File: config.mk
export PLATFORM = sky130hd
export DESIGN_NAME = regfile_responder
export DESIGN_NICKNAME = d
export VERILOG_FILES = /design/src/rtl/regfile_pkg.sv /design/src/rtl/regfile_clear_seq.sv /design/src/rtl/regfile_responder.sv
export SDC_FILE = /design/constraint.sdc
export NUM_CORES = 1
export LEC_CHECK = 0
export CELL_PAD_IN_SITES_DETAIL_PLACEMENT = 1
export CELL_PAD_IN_SITES_GLOBAL_PLACEMENT = 2
export CORE_MARGIN = 3
export CORE_UTILIZATION = 50
export CTS_BUF_LIST = sky130_fd_sc_hd__clkbuf_8 sky130_fd_sc_hd__clkbuf_16
export DETAILED_ROUTE_END_ITERATION = 10
export GPL_TIMING_DRIVEN = 0
export PLACE_DENSITY = 0.87
export SETUP_SLACK_MARGIN = 0.5
export SLEW_MARGIN = 20
export SYNTH_ARGS = -nofsm -noshare
export SYNTH_HDL_FRONTEND = slang
export SYNTH_SLANG_ARGS = --single-unit
File: constraint.sdc
create_clock -name clk -period 7.85 [get_ports clk]
set_input_delay 1.1775 -clock clk [delete_from_list [all_inputs] [get_ports clk]]
set_output_delay 1.1775 -clock clk [all_outputs]
set_load 0.02 [all_outputs]
File: src/rtl/regfile_pkg.sv
// Shared types and defaults for the register-file responder and its clear sequencer.
package regfile_pkg;

    localparam int RF_WIDTH  = 32;
    localparam int RF_DEPTH  = 32;
    localparam int RF_ADDR_W = 5;

    // Register 0 always reads as zero and cannot be written.
    localparam int REG_ZERO = 0;

    typedef enum logic [0:0] {
        ST_CLEAR = 1'b0,
        ST_READY = 1'b1
    } state_t;

endpackage

File: src/rtl/regfile_clear_seq.sv
// Clear sequencer: walks every register address once after reset or on request,
// and reports busy for the duration of the sweep.
module regfile_clear_seq
    import regfile_pkg::*;
#(
    parameter int DEPTH  = RF_DEPTH,
    parameter int ADDR_W = RF_ADDR_W
) (
    input  logic              clk,
    input  logic              rst_n,
    input  logic              i_clear,
    output logic              o_busy,
    output logic              o_sweep_we,
    output logic [ADDR_W-1:0] o_sweep_addr
);

    state_t            r_state;
    logic [ADDR_W-1:0] r_idx;
    logic              r_busy;

    // Sweep FSM; busy is kept as its own register so it is a clean state decode.
    always_ff @(posedge clk or negedge rst_n) begin
        if (!rst_n) begin
            r_state <= ST_CLEAR;
            r_idx   <= {ADDR_W{1'b0}};
            r_busy  <= 1'b1;
        end else begin
            case (r_state)
                ST_CLEAR: begin
                    if (r_idx == ADDR_W'(DEPTH - 1)) begin
                        r_state <= ST_READY;
                        r_idx   <= {ADDR_W{1'b0}};
                        r_busy  <= 1'b0;
                    end else begin
                        r_state <= ST_CLEAR;
                        r_idx   <= r_idx + ADDR_W'(1);
                        r_busy  <= 1'b1;
                    end
                end
                ST_READY: begin
                    if (i_clear) begin
                        r_state <= ST_CLEAR;
                        r_idx   <= {ADDR_W{1'b0}};
                        r_busy  <= 1'b1;
                    end else begin
                        r_state <= ST_READY;
                        r_idx   <= r_idx;
                        r_busy  <= 1'b0;
                    end
                end
                default: begin
                    r_state <= ST_CLEAR;
                    r_idx   <= {ADDR_W{1'b0}};
                    r_busy  <= 1'b1;
                end
            endcase
        end
    end

    assign o_busy       = r_busy;
    assign o_sweep_we   = (r_state == ST_CLEAR);
    assign o_sweep_addr = r_idx;

endmodule

File: src/rtl/regfile_responder.sv
// Handshaked register-file target: single-cycle writes, two-port reads through a
// one-entry registered response buffer, and a self-clearing array.
module regfile_responder
    import regfile_pkg::*;
#(
    parameter int WIDTH  = RF_WIDTH,
    parameter int DEPTH  = RF_DEPTH,
    parameter int ADDR_W = RF_ADDR_W
) (
    input  logic              clk,
    input  logic              rst_n,
    input  logic              clear,
    output logic              busy,
    input  logic              WrEn,
    input  logic [ADDR_W-1:0] Aw,
    input  logic [WIDTH-1:0]  Dw,
    output logic              wr_err,
    input  logic              rd_valid,
    output logic              rd_ready,
    input  logic [ADDR_W-1:0] Aa,
    input  logic [ADDR_W-1:0] Ab,
    output logic [WIDTH-1:0]  Da,
    output logic [WIDTH-1:0]  Db,
    output logic              rsp_valid,
    input  logic              rsp_ready
);

    localparam logic [ADDR_W-1:0] ZERO_ADDR = ADDR_W'(REG_ZERO);

    logic [WIDTH-1:0]  r_mem [DEPTH];
    logic [WIDTH-1:0]  r_da;
    logic [WIDTH-1:0]  r_db;
    logic              r_rsp_valid;
    logic              r_wr_err;

    logic              w_busy;
    logic              w_sweep_we;
    logic [ADDR_W-1:0] w_sweep_addr;
    logic              w_wr_accept;
    logic              w_rd_ready;
    logic              w_capture;
    logic [WIDTH-1:0]  w_rd_a;
    logic [WIDTH-1:0]  w_rd_b;

    regfile_clear_seq #(
        .DEPTH  (DEPTH),
        .ADDR_W (ADDR_W)
    ) u_clear_seq (
        .clk          (clk),
        .rst_n        (rst_n),
        .i_clear      (clear),
        .o_busy       (w_busy),
        .o_sweep_we   (w_sweep_we),
        .o_sweep_addr (w_sweep_addr)
    );

    // A clear request in the same cycle wins over the write.
    assign w_wr_accept = !w_busy && WrEn && !clear && (Aw != ZERO_ADDR);
    assign w_rd_ready  = !w_busy && (!r_rsp_valid || rsp_ready);
    assign w_capture   = rd_valid && w_rd_ready;

    // Port A read value with write-through bypass.
    always_comb begin
        w_rd_a = {WIDTH{1'b0}};
        if (Aa == ZERO_ADDR) begin
            w_rd_a = {WIDTH{1'b0}};
        end else if (w_wr_accept && (Aw == Aa)) begin
            w_rd_a = Dw;
        end else begin
            w_rd_a = r_mem[Aa];
        end
    end

    // Port B read value with write-through bypass.
    always_comb begin
        w_rd_b = {WIDTH{1'b0}};
        if (Ab == ZERO_ADDR) begin
            w_rd_b = {WIDTH{1'b0}};
        end else if (w_wr_accept && (Aw == Ab)) begin
            w_rd_b = Dw;
        end else begin
            w_rd_b = r_mem[Ab];
        end
    end

    // Array write port shared by the clear sweep and user writes; contents are not reset.
    always_ff @(posedge clk) begin
        if (w_sweep_we) begin
            r_mem[w_sweep_addr] <= {WIDTH{1'b0}};
        end else if (w_wr_accept) begin
            r_mem[Aw] <= Dw;
        end
    end

    // Response buffer and dropped-write flag.
    always_ff @(posedge clk or negedge rst_n) begin
        if (!rst_n) begin
            r_da        <= {WIDTH{1'b0}};
            r_db        <= {WIDTH{1'b0}};
            r_rsp_valid <= 1'b0;
            r_wr_err    <= 1'b0;
        end else begin
            r_wr_err <= WrEn && (w_busy || clear);
            if (w_capture) begin
                r_da        <= w_rd_a;
                r_db        <= w_rd_b;
                r_rsp_valid <= 1'b1;
            end else if (rsp_ready) begin
                r_rsp_valid <= 1'b0;
            end else begin
                r_rsp_valid <= r_rsp_valid;
            end
        end
    end

    assign busy      = w_busy;
    assign wr_err    = r_wr_err;
    assign rd_ready  = w_rd_ready;
    assign Da        = r_da;
    assign Db        = r_db;
    assign rsp_valid = r_rsp_valid;

endmodule

* Word level (Yosys, flattened, before mapping) *
Memories as Yosys holds them, arrays and structs flattened.
Index checks and enable logic that the tools add are counted.

word-level totals
  register bits = 73
  bits of input ports = 53
  RAM bits = 1024
  memories = 1

memory list
  name   words  bits a word  read ports  clocked after Yosys merged registers in  write ports  line                     text
  r_mem  32     32           2           0                                        1            regfile_responder.sv:30  logic [WIDTH-1:0] r_mem [DEPTH];

cells by class
  equal/unequal tests = 4
  muxes and demuxes = 22
  add/sub/neg operators = 1
  bitwise logic cells = 1
  reductions and logical operators = 18

operator list
  operator                                       number
  2-to-1 mux 32 bit                              5
  OR reduction 32 bit                            1
  2-to-1 mux 5 bit                               3
  2-to-1 mux 1 bit                               11
  == test 5 bit                                  2
  logical NOT 5 bit                              2
  one-hot mux 5 bit (2 select lines)             1
  logical AND 1 bit                              8
  adder 5 x 1 -> 5 bit (second input constant)   1
  == test 5 bit (second input constant)          1
  nonzero test 5 bit                             1
  one-hot mux 1 bit (2 select lines)             2
  logical NOT 1 bit                              3
  logical OR 1 bit                               2
  inequality test 2 bit (second input constant)  1
  nonzero test 2 bit                             1
  inverter 1 bit                                 1

* Depth between registers and ports, before layout *
Gate-level depths: netlist (run 1).

  depth in word-level cells = 9
  mapped depth = 9
  depth with buffers taken out = 6

* Cells and area by module *
From an unflattened synthesis (run 1), not the netlist that was laid out.

second synthesis, totals
  cell total of the unflattened synthesis = 2823
  area total of the unflattened synthesis = 50632.3 um^2

by module, submodules not included
  module             cells an instance  area each (um^2)  times used  seq. area each (um^2)
  regfile_responder  2792               50287.0           1           32401.1
  regfile_clear_seq  31                 345.3             1           176.4

* Worst setup path before layout (run 1) *
No wires, ideal clock.

  kind = input port to flip-flop
  from = in Aw[4]
  to = mem r_mem[16][0] in the netlist's numbering, enable pin
  path slack = 3482 ps
  buffers on the path = 2
  data required time = 7429 ps
  setup time = 421 ps
  data arrival time = 3947 ps
  stages on the path = 7
  path through = buf_6 > or4_4 > o211a_1 > buf_4 > o21ai_0 > nand2_1 > nor2_1

on the way
  cells in the longest elaborated chain, start to end = 7

RTL lines
  element                                                         line                     text
  start: declaration                                              regfile_responder.sv:15  input logic [ADDR_W-1:0] Aw,
  nonzero test 5 bit                                              regfile_responder.sv:58  assign w_wr_accept = !w_busy && WrEn && !clear && (Aw != ZERO_ADDR);
  logical AND 1 bit                                               regfile_responder.sv:58
  2-to-1 mux 1 bit                                                regfile_responder.sv:90  end else if (w_wr_accept) begin
  2-to-1 mux 1 bit                                                regfile_responder.sv:88  if (w_sweep_we) begin
  2-to-1 mux 1 bit (implied by the code)                          regfile_responder.sv:91  r_mem[Aw] <= Dw;
  OR reduction 32 bit (no line)                                   n/a
  2-to-1 mux 5 bit (no line) or 2-to-1 mux 1 bit (tied branches)  n/a
  end: declaration                                                regfile_responder.sv:30

Parallel ways exist; a longest one is shown, timed or not.

* Final worst setup path (run 1) *
  from = in Ab[0]
  to = reg r_db[1] (netlist: Db[1])

on the way
  cells in the longest elaborated chain, start to end = 4

RTL lines
  element                                                                            line                      text
  start: declaration                                                                 regfile_responder.sv:21   input logic [ADDR_W-1:0] Ab,
  parallel branches: the longest is 3 deep, another holds memory read (32 x 32 bit)  n/a
  2-to-1 mux 32 bit (*)                                                              regfile_responder.sv:77   if (Ab == ZERO_ADDR) begin
  end signal: assignment                                                             regfile_responder.sv:99   r_db <= {WIDTH{1'b0}};
  end signal: assignment                                                             regfile_responder.sv:106  r_db <= w_rd_b;
  end: declaration                                                                   regfile_responder.sv:32   logic [WIDTH-1:0] r_db;

Mark *: on every way between the ends.
A chain may end at the register's enable or synchronous reset.

==> results of run 1 <==
-- worst paths after layout --
path | start | to | slack [ns]
max | Ab[0] | Db[1] | 3.39
min | rst_n | Da[13] | 0.48
max reg2reg | u_clear_seq.o_busy | r_mem[13][13] | 4.36
min reg2reg | Db[13] | Db[13] | 0.52
max in group asynchronous | rst_n | u_clear_seq.o_busy | 6.63
min in group clk | Db[13] | Db[13] | 0.52
-- state kept, by name, summed over array words and instances, names as in the netlist --
signal	count
Da	32
u_clear_seq.o_busy	1
rsp_valid	1
u_clear_seq.r_state	1
wr_err	1
r_mem	1024
Db	32
u_clear_seq.o_sweep_addr	5
-- cell families after synthesis --
family                   Yosys count  synth area share, %
flip-flops                      1097                 63.5
AND/OR/NAND/NOR                  461                 4.78
buffers and inverters            251                 2.29
XOR/XNOR                          12                0.205
AO/OA/AOI/OAI                    494                 7.49
multiplexers                     863                 21.7
adder cells (fa/ha/maj)            2               0.0488
-- worst max-delay path: cells and delay by family --
kind	cells	cell delay, ns
AOI/OAI and AO/OA	3	0.63
and+or+nand+nor	2	1.43
buffers and inverters	3	1.77
-- layout make-up --
cell class              count  area [µm²]
fillers                  9041       41700
flip-flops and latches   1097       32600
multi-input cells        1832       17900
clock buffers             122        3000
repair buffers            159        2150
well taps                1357        1700
plain buffers             245        1150
clock inverters            90         616
inverters                   6        22.5
diodes                      1        2.50
-- layout by cell type, fill, tap and decap left out, types with 16 or more instances in the layout --
| cell | instances |
|---|---|
| edfxtp_1 | 1024 |
| mux2i_1 | 663 |
| a22oi_1 | 253 |
| mux4_2 | 196 |
| nand2_1 | 170 |
| clkbuf_16 | 117 |
| buf_2 | 115 |
| clkdlybuf4s50_1 | 113 |
| clkbuf_1 | 110 |
| dfrtp_1 | 72 |
| inv_1 | 43 |
| nor2_1 | 43 |
| nor2b_1 | 35 |
| nor3_1 | 34 |
| nand4_1 | 34 |
| a22o_1 | 33 |
| nor2_4 | 32 |
| a21oi_1 | 32 |
| a211oi_1 | 31 |
| and4_1 | 31 |
| o211ai_1 | 31 |
| a32o_1 | 31 |
| a31o_1 | 30 |
| and2_2 | 28 |
| buf_12 | 28 |
| o31ai_1 | 25 |
| clkinv_1 | 21 |
| clkinv_2 | 19 |
| buf_16 | 16 |
-- power groups by stage --
stage               combinational [W]  clock [W]  sequential (W)
floorplan                     0.00127          0         0.00757
global placement              0.00255          0         0.00747
detailed placement            0.00289          0         0.00746
CTS                           0.00291    0.00531         0.00735
global route                  0.00305    0.00555         0.00741
finish                        0.00295    0.00531         0.00737
-- routing by layer --
layer	part of all wire, %	vias to the layer above	global-route usage [%]
met5	0.0066	-	0
met4	7.2	2	20.8
met3	8.7	534	5.83
met2	47	2171	54.0
met1	37	17900	43.2
li1	-	13600	-
-- through the flow --
step / hold WS (ns) / instances
4_1_cts: 0.463 / 4907
2_1_floorplan: 0.568 / 3180
5_1_grt: 0.507 / 4908
3_5_place_dp: 0.506 / 4695
3_3_place_gp: 0.511 / 4651
6_report: 0.478 / 4909
==> results by group, run 1 <==
Outcome
  – Outcome: complete, no violations

Logic synthesis
  – Syn Inst Count: around 3.2k
  – Yosys reg bits: approximately 1.1k
  – Synth Flop Type: edfxtp_1
  – Synth warnings: 0
  – Largest area contributor in the netlist: edfxtp_1
  – Top cell type's share of synthesized area: 60.0%
  – Syn avg cell area: around 16 µm²
  – Post-synth EDFFs: between 1k and 1.5k
  – Cell area after synthesis: 51300 µm²
  – Most frequent cell after synthesis: edfxtp_1
  – Ys async rst share: 6.65%
  – Top post-synthesis cells by count: 1024 x edfxtp_1, 663 x mux2i_1, 253 x a22oi_1
  – Synth top area cells: edfxtp_1 60%, mux2i_1 13%, mux4_2 8.6%, a22oi_1 3.7%, dfrtp_1 3.5%
  – Synth Net Count: between 3k and 4k
  – Synth cell types: a little under 70
  – Register area share after synthesis: between 60% and 70%

CTS
  – Clock buffer count from CTS: about 110
  – Clk buf depth: 3
  – CTS clk-pin slew, worst paths: roughly 0.06 ns
  – CTS-repair resized insts: 0
  – CTS tree: yes
  – Worst-Skew Late Latency: around 0.7 ns
  – CTS H-Tree Depth: 3
  – Post-CTS Setup Bufs: 0
  – Root Driver: clkbuf_16
  – CTS Hold Bufs: 0
  – Clock sink count: 1097

Final layout
  – Finished Core Util: 58.6%
  – Final Instance Area: 59100 µm²
  – Area Overhead vs Synth: 15.3%
  – Ratio of cells with drive above 1 in the final layout: between 10% and 20%
  – Nets@finish: roughly 3.5k

Critical path
  – Reg2Reg Depth: 7
  – Kind of critical path: in -> reg
  – Critical Path RT: between 8 and 9 ns
  – CP max stage delay: 1.06 ns
  – Slowest CP cell: nor4bb_1
  – CP Max Fanout: 10
  – CP Capture Type: register
  – Crit path arrival time: between 5 and 6 ns
  – Startpoint class of the critical path: input port
  – CP Cell Sequence: clkdlybuf4s50_1 > buf_2 > nor4bb_1 > clkbuf_1 > a22oi_1 > and4_1 > o211ai_1 > o31ai_1

Timing
  – Setup Viol. Count Final: 0
  – Fin Setup TNS: 0 ns
  – Fin crit share: between 50% and 60%
  – Slew margin rel.: around an eighth
  – Post-Route Skew: 0.0283 ns
  – Setup WS post-layout: ~3.4 ns
  – Post-layout minimum cycle time: ~4.5 ns
  – Worst-Margin Slew: 1.30 ns
  – Final Hold Fails: 0
  – RSZ-0062 raised after global routing: no
  – Max-slew violations: 0
  – Fmax: approximately 220 MHz

Global routing
  – First-pass GRT wire length: 258000 µm
  – All-Layer GR Usage: between 30% and 40%
  – Vias in the first global route: ~36k
  – Largest net degree at the start of global routing: 38
  – Initial antenna violation count: 2
  – Gr ovfl total: 0

Floorplanning
  – Die W: approximately 330 µm
  – Starting Density: 50.8%
  – Die area: between 100000 and 150000 µm²
  – I/O pins: between 100 and 150
  – Core Area: between 100000 and 150000 µm²
  – Die Ht: around 330 µm
  – Row count: roughly 120

Pwr
  – Clk pwr share: between 30% and 40%
  – Switching Fraction: about 29%
  – PnR Total Power: about 0.016 W
  – Int Power: between 0.01 and 0.015 W
  – Pwr/cell area: about 260 nW/µm²
  – Leak: roughly 22 nW
  – Part of the power in registers: 47.2%
  – Comb power frac: 18.9%
  – Switching power: around 0.0045 W
  – Maximum VDD drop: between 0.2 and 0.25 mV

Routing
  – Routed wire per std cell: roughly 37 µm
  – DR vias: roughly 34k
  – Drt first pass iters: 6
  – Drt first-iter violations: 4306
  – Total Wirelength: roughly 180000 µm
  – # DRC: 0
  – Routed Antenna Nets: 0
  – DR vias/cell: between 6 and 7

Place
  – Placed inst area: approximately 55000 µm²
  – GPL Wtd Cong: approximately 0.94
  – Port buffer count: 114
  – Post-DP HPWL: ~130000 µm
  – Pre-CTS WS: 2.86 ns

Worst hold path
  – Hold Path Class: in -> async

Run
  – Max Cap Viol: 0
Note: power is estimated with default switching activity, not from simulation.
==> run 2: changes to the inputs <==
Settings changed: CORE_UTILIZATION 50 to 47, PLACE_DENSITY 0.87 to 0.83.
Clock period 7.85 ns to 4.15 ns, I/O delays scaled along.
==> run 2 against run 1 <==
Critical path depth shrank 1. Clock-buffer cell count up 4. Final cell count grew 2.0%. Non-clock buffer count increased by 47. Largest power group unchanged. Hold slack improved by 0.035 ns. Via count is 0.38% lower. Utilization fell by 3.2 points. Critical endpoint is now Db[28]. Critical path type unchanged. Clock power is 96% higher. Sequential cell count did not move. Final area is 0.93% higher. Worst setup slack got worse by 3.0 ns. Combinational power grew 93%.
==> results by group, run 2 (synthesis results as in run 1) <==
Outcome
  – Outcome: complete, no violations

CTS
  – Clock buffer count from CTS: ~120
  – Clock sink count: about 1.1k
  – CTS tree: yes
  – CTS clk-pin slew, worst paths: roughly 0.060 ns
  – Root Driver: clkbuf_16
  – Worst-Skew Late Latency: 0.73 ns
  – Clk buf depth: 3
  – CTS H-Tree Depth: 3

Final layout
  – Nets@finish: between 3k and 4k
  – Commonest non-fill, non-tap cells in the layout: 1024 x edfxtp_1, 663 x mux2i_1, 253 x a22oi_1
  – Ratio of cells with drive above 1 in the final layout: a little under a fifth
  – Leading cell type in the layout, fill and taps excluded: edfxtp_1
  – Fillers: a little under 10k
  – Area Overhead vs Synth: 16.4%
  – Area occupied by multi-input gates: roughly 18000 µm²
  – Register Area: about 33000 µm²
  – Most flop-heavy register: r_mem
  – Non-Filler Instances: about 5k
  – Max reg flops: 1024

Timing
  – Setup Viol. Count Final: 0
  – Worst-Margin Slew: 1.19 ns
  – Fin crit share: between 80% and 90%
  – Final Hold Fails: 0
  – Fin Setup TNS: 0 ns
  – RSZ-0062 raised after global routing: no
  – Max-slew violations: 0
  – Post-layout minimum cycle time: approximately 3.7 ns
  – Slew margin rel.: 20.4%
  – Fmax: 269 MHz
  – Post-Route Skew: 0.0256 ns

Floorplanning
  – Core Area: roughly 110000 µm²
  – I/O pins: 121
  – Starting Density: about 48%
  – Die area: 113000 µm²
  – Die Ht: between 300 and 400 µm
  – Row count: between 100 and 150
  – Die W: between 300 and 400 µm

Pwr
  – Switching power: 0.00857 W
  – Part of the power in registers: a little under half
  – Switching Fraction: 28.6%
  – Clk pwr share: around a third
  – Pwr/cell area: slightly above 500 nW/µm²
  – Maximum VDD drop: approximately 0.38 mV
  – Comb power frac: 19.0%
  – Int Power: 0.0214 W
  – Leak: 21.8 nW

Worst hold path
  – Hold Path Class: in -> async

Place
  – Placed cell count: roughly 4.7k
  – GPL Wtd Cong: between 0.8 and 0.9
  – Post-DP HPWL: approximately 130000 µm
  – Port buffer count: 114

Global routing
  – Largest net degree at the start of global routing: 46
  – All-Layer GR Usage: 32.0%
  – Initial antenna violation count: 4
  – Global route hottest layer: met2
  – Met3 usage: under 10%
  – Met2 Usage GRT: between 50% and 60%
  – Gr ovfl total: 0
  – First-pass GRT wire length: around 260000 µm
  – Global routing usage on met1: 40.6%
  – Vias in the first global route: around 36k

Routing
  – Drt first pass iters: 5
  – Routed Antenna Nets: 0
  – # DRC: 0
  – DR vias: about 34k
  – Drt first-iter violations: approximately 4.2k
  – Routed wire per std cell: approximately 37 µm
  – DR vias/cell: approximately 7
  – Total Wirelength: 183000 µm

Critical path
  – Reg2Reg Depth: 5
  – CP Cell Sequence: clkdlybuf4s50_1 > buf_2 > clkbuf_1 > nand3b_1 > clkbuf_1 > o211ai_1 > o31ai_2
  – Most used cell, CP: clkbuf_1
  – Crit path arrival time: around 4.3 ns
  – Reg2reg setup slack: between 0.9 and 1 ns
  – Critical Path RT: 4.73 ns
  – Critical R2R Launch: u_clear_seq.r_state
  – Kind of critical path: in -> reg
  – Startpoint class of the critical path: input port
  – Slowest CP cell: clkdlybuf4s50_1
  – CP Max Fanout: 10
  – CP max stage delay: 0.80 ns
  – CP Capture Type: register
  – FF-to-FF End: r_mem[5][30]

Run
  – Max Cap Viol: 0
==> run 2: cell count changes in the layout (fill, tap and decap cells not counted), moves of 3 or more <==
cell / previous run / this run
buf_12: 28 / 44
buf_16: 16 / 5
buf_4: 10 / 52
clkinv_1: 21 / 26
clkinv_2: 19 / 22
inv_1: 43 / 28
==> run 2: worst max path at each step <==
| stage | start | to | slack, ns | depth (start not counted) |
|---|---|---|---|---|
| finish | Ab[1] | Db[28] | 0.44 | 7 |
| global route | Ab[1] | Db[28] | 0.51 | 7 |
| CTS | Aw[1] | r_mem[7][12] | 0.49 | 8 |
| detailed placement | Aw[1] | r_mem[2][16] | -0.34 | 7 |
| global placement | Aw[1] | r_mem[13][12] | -2.53 | 7 |
| floorplan | Aw[4] | r_mem[16][0] | 0.34 | 7 |
==> run 2: layout make-up <==
type                       count  share of cell area [%]
clock inverter                88                    1.13
timing repair buffer         206                    4.16
inverter                       6                  0.0377
tap                         1403                    2.94
clock buffer                 126                    5.15
sequential                  1097                    54.6
multi-input combinational   1832                    30.0
buffer                       245                    1.93
antenna                        3                  0.0126
==> run 2: metal layers <==
metal	routed length [µm]	share of wire, %
met4	11200	6.1
met3	15100	8.2
met5	115	0.063
met1	68400	37
met2	88600	48
==> run 2: power groups by stage <==
| stage | combinational (W) | clock, W | sequential (W) |
|---|---|---|---|
| 2_1_floorplan | 0.00241 | 0 | 0.0143 |
| 3_3_place_gp | 0.00484 | 0 | 0.0141 |
| 3_5_place_dp | 0.00546 | 0 | 0.0141 |
| 4_1_cts | 0.00555 | 0.0104 | 0.0139 |
| 5_1_grt | 0.00592 | 0.0109 | 0.0140 |
| 6_report | 0.00570 | 0.0104 | 0.0139 |
==> run 2: stage by stage <==
stage          hold slack [ns]  setup slack [ns]  power (W)  util [%]  area, µm²
2_1_floorplan            0.327             0.337     0.0167         -      51300
3_3_place_gp             0.515             -2.53     0.0190      50.3      54200
3_5_place_dp             0.517            -0.336     0.0196      51.5      55400
4_1_cts                  0.505             0.494     0.0299      55.0      59200
5_1_grt                  0.538             0.506     0.0308      55.4      59700
6_report                 0.513             0.436     0.0300      55.4      59700
==> run 2: worst max-delay path: cells and delay by family <==
| kind | cells | cell delay (ns) |
|---|---|---|
| buf+inv | 4 | 2.48 |
| compound gates | 2 | 0.66 |
| simple gates | 1 | 0.49 |
==> run 2: repair_timing <==
item | in CTS | in global routing
gates resized for setup | 2 | 5
cloned | 0 | 0
pin swaps | 2 | 10
hold buffers | 1 | 0
buffers inserted | 7 | 41
setup endpoints to repair | 119 | 192
hold endpoints to repair | 27 | 0
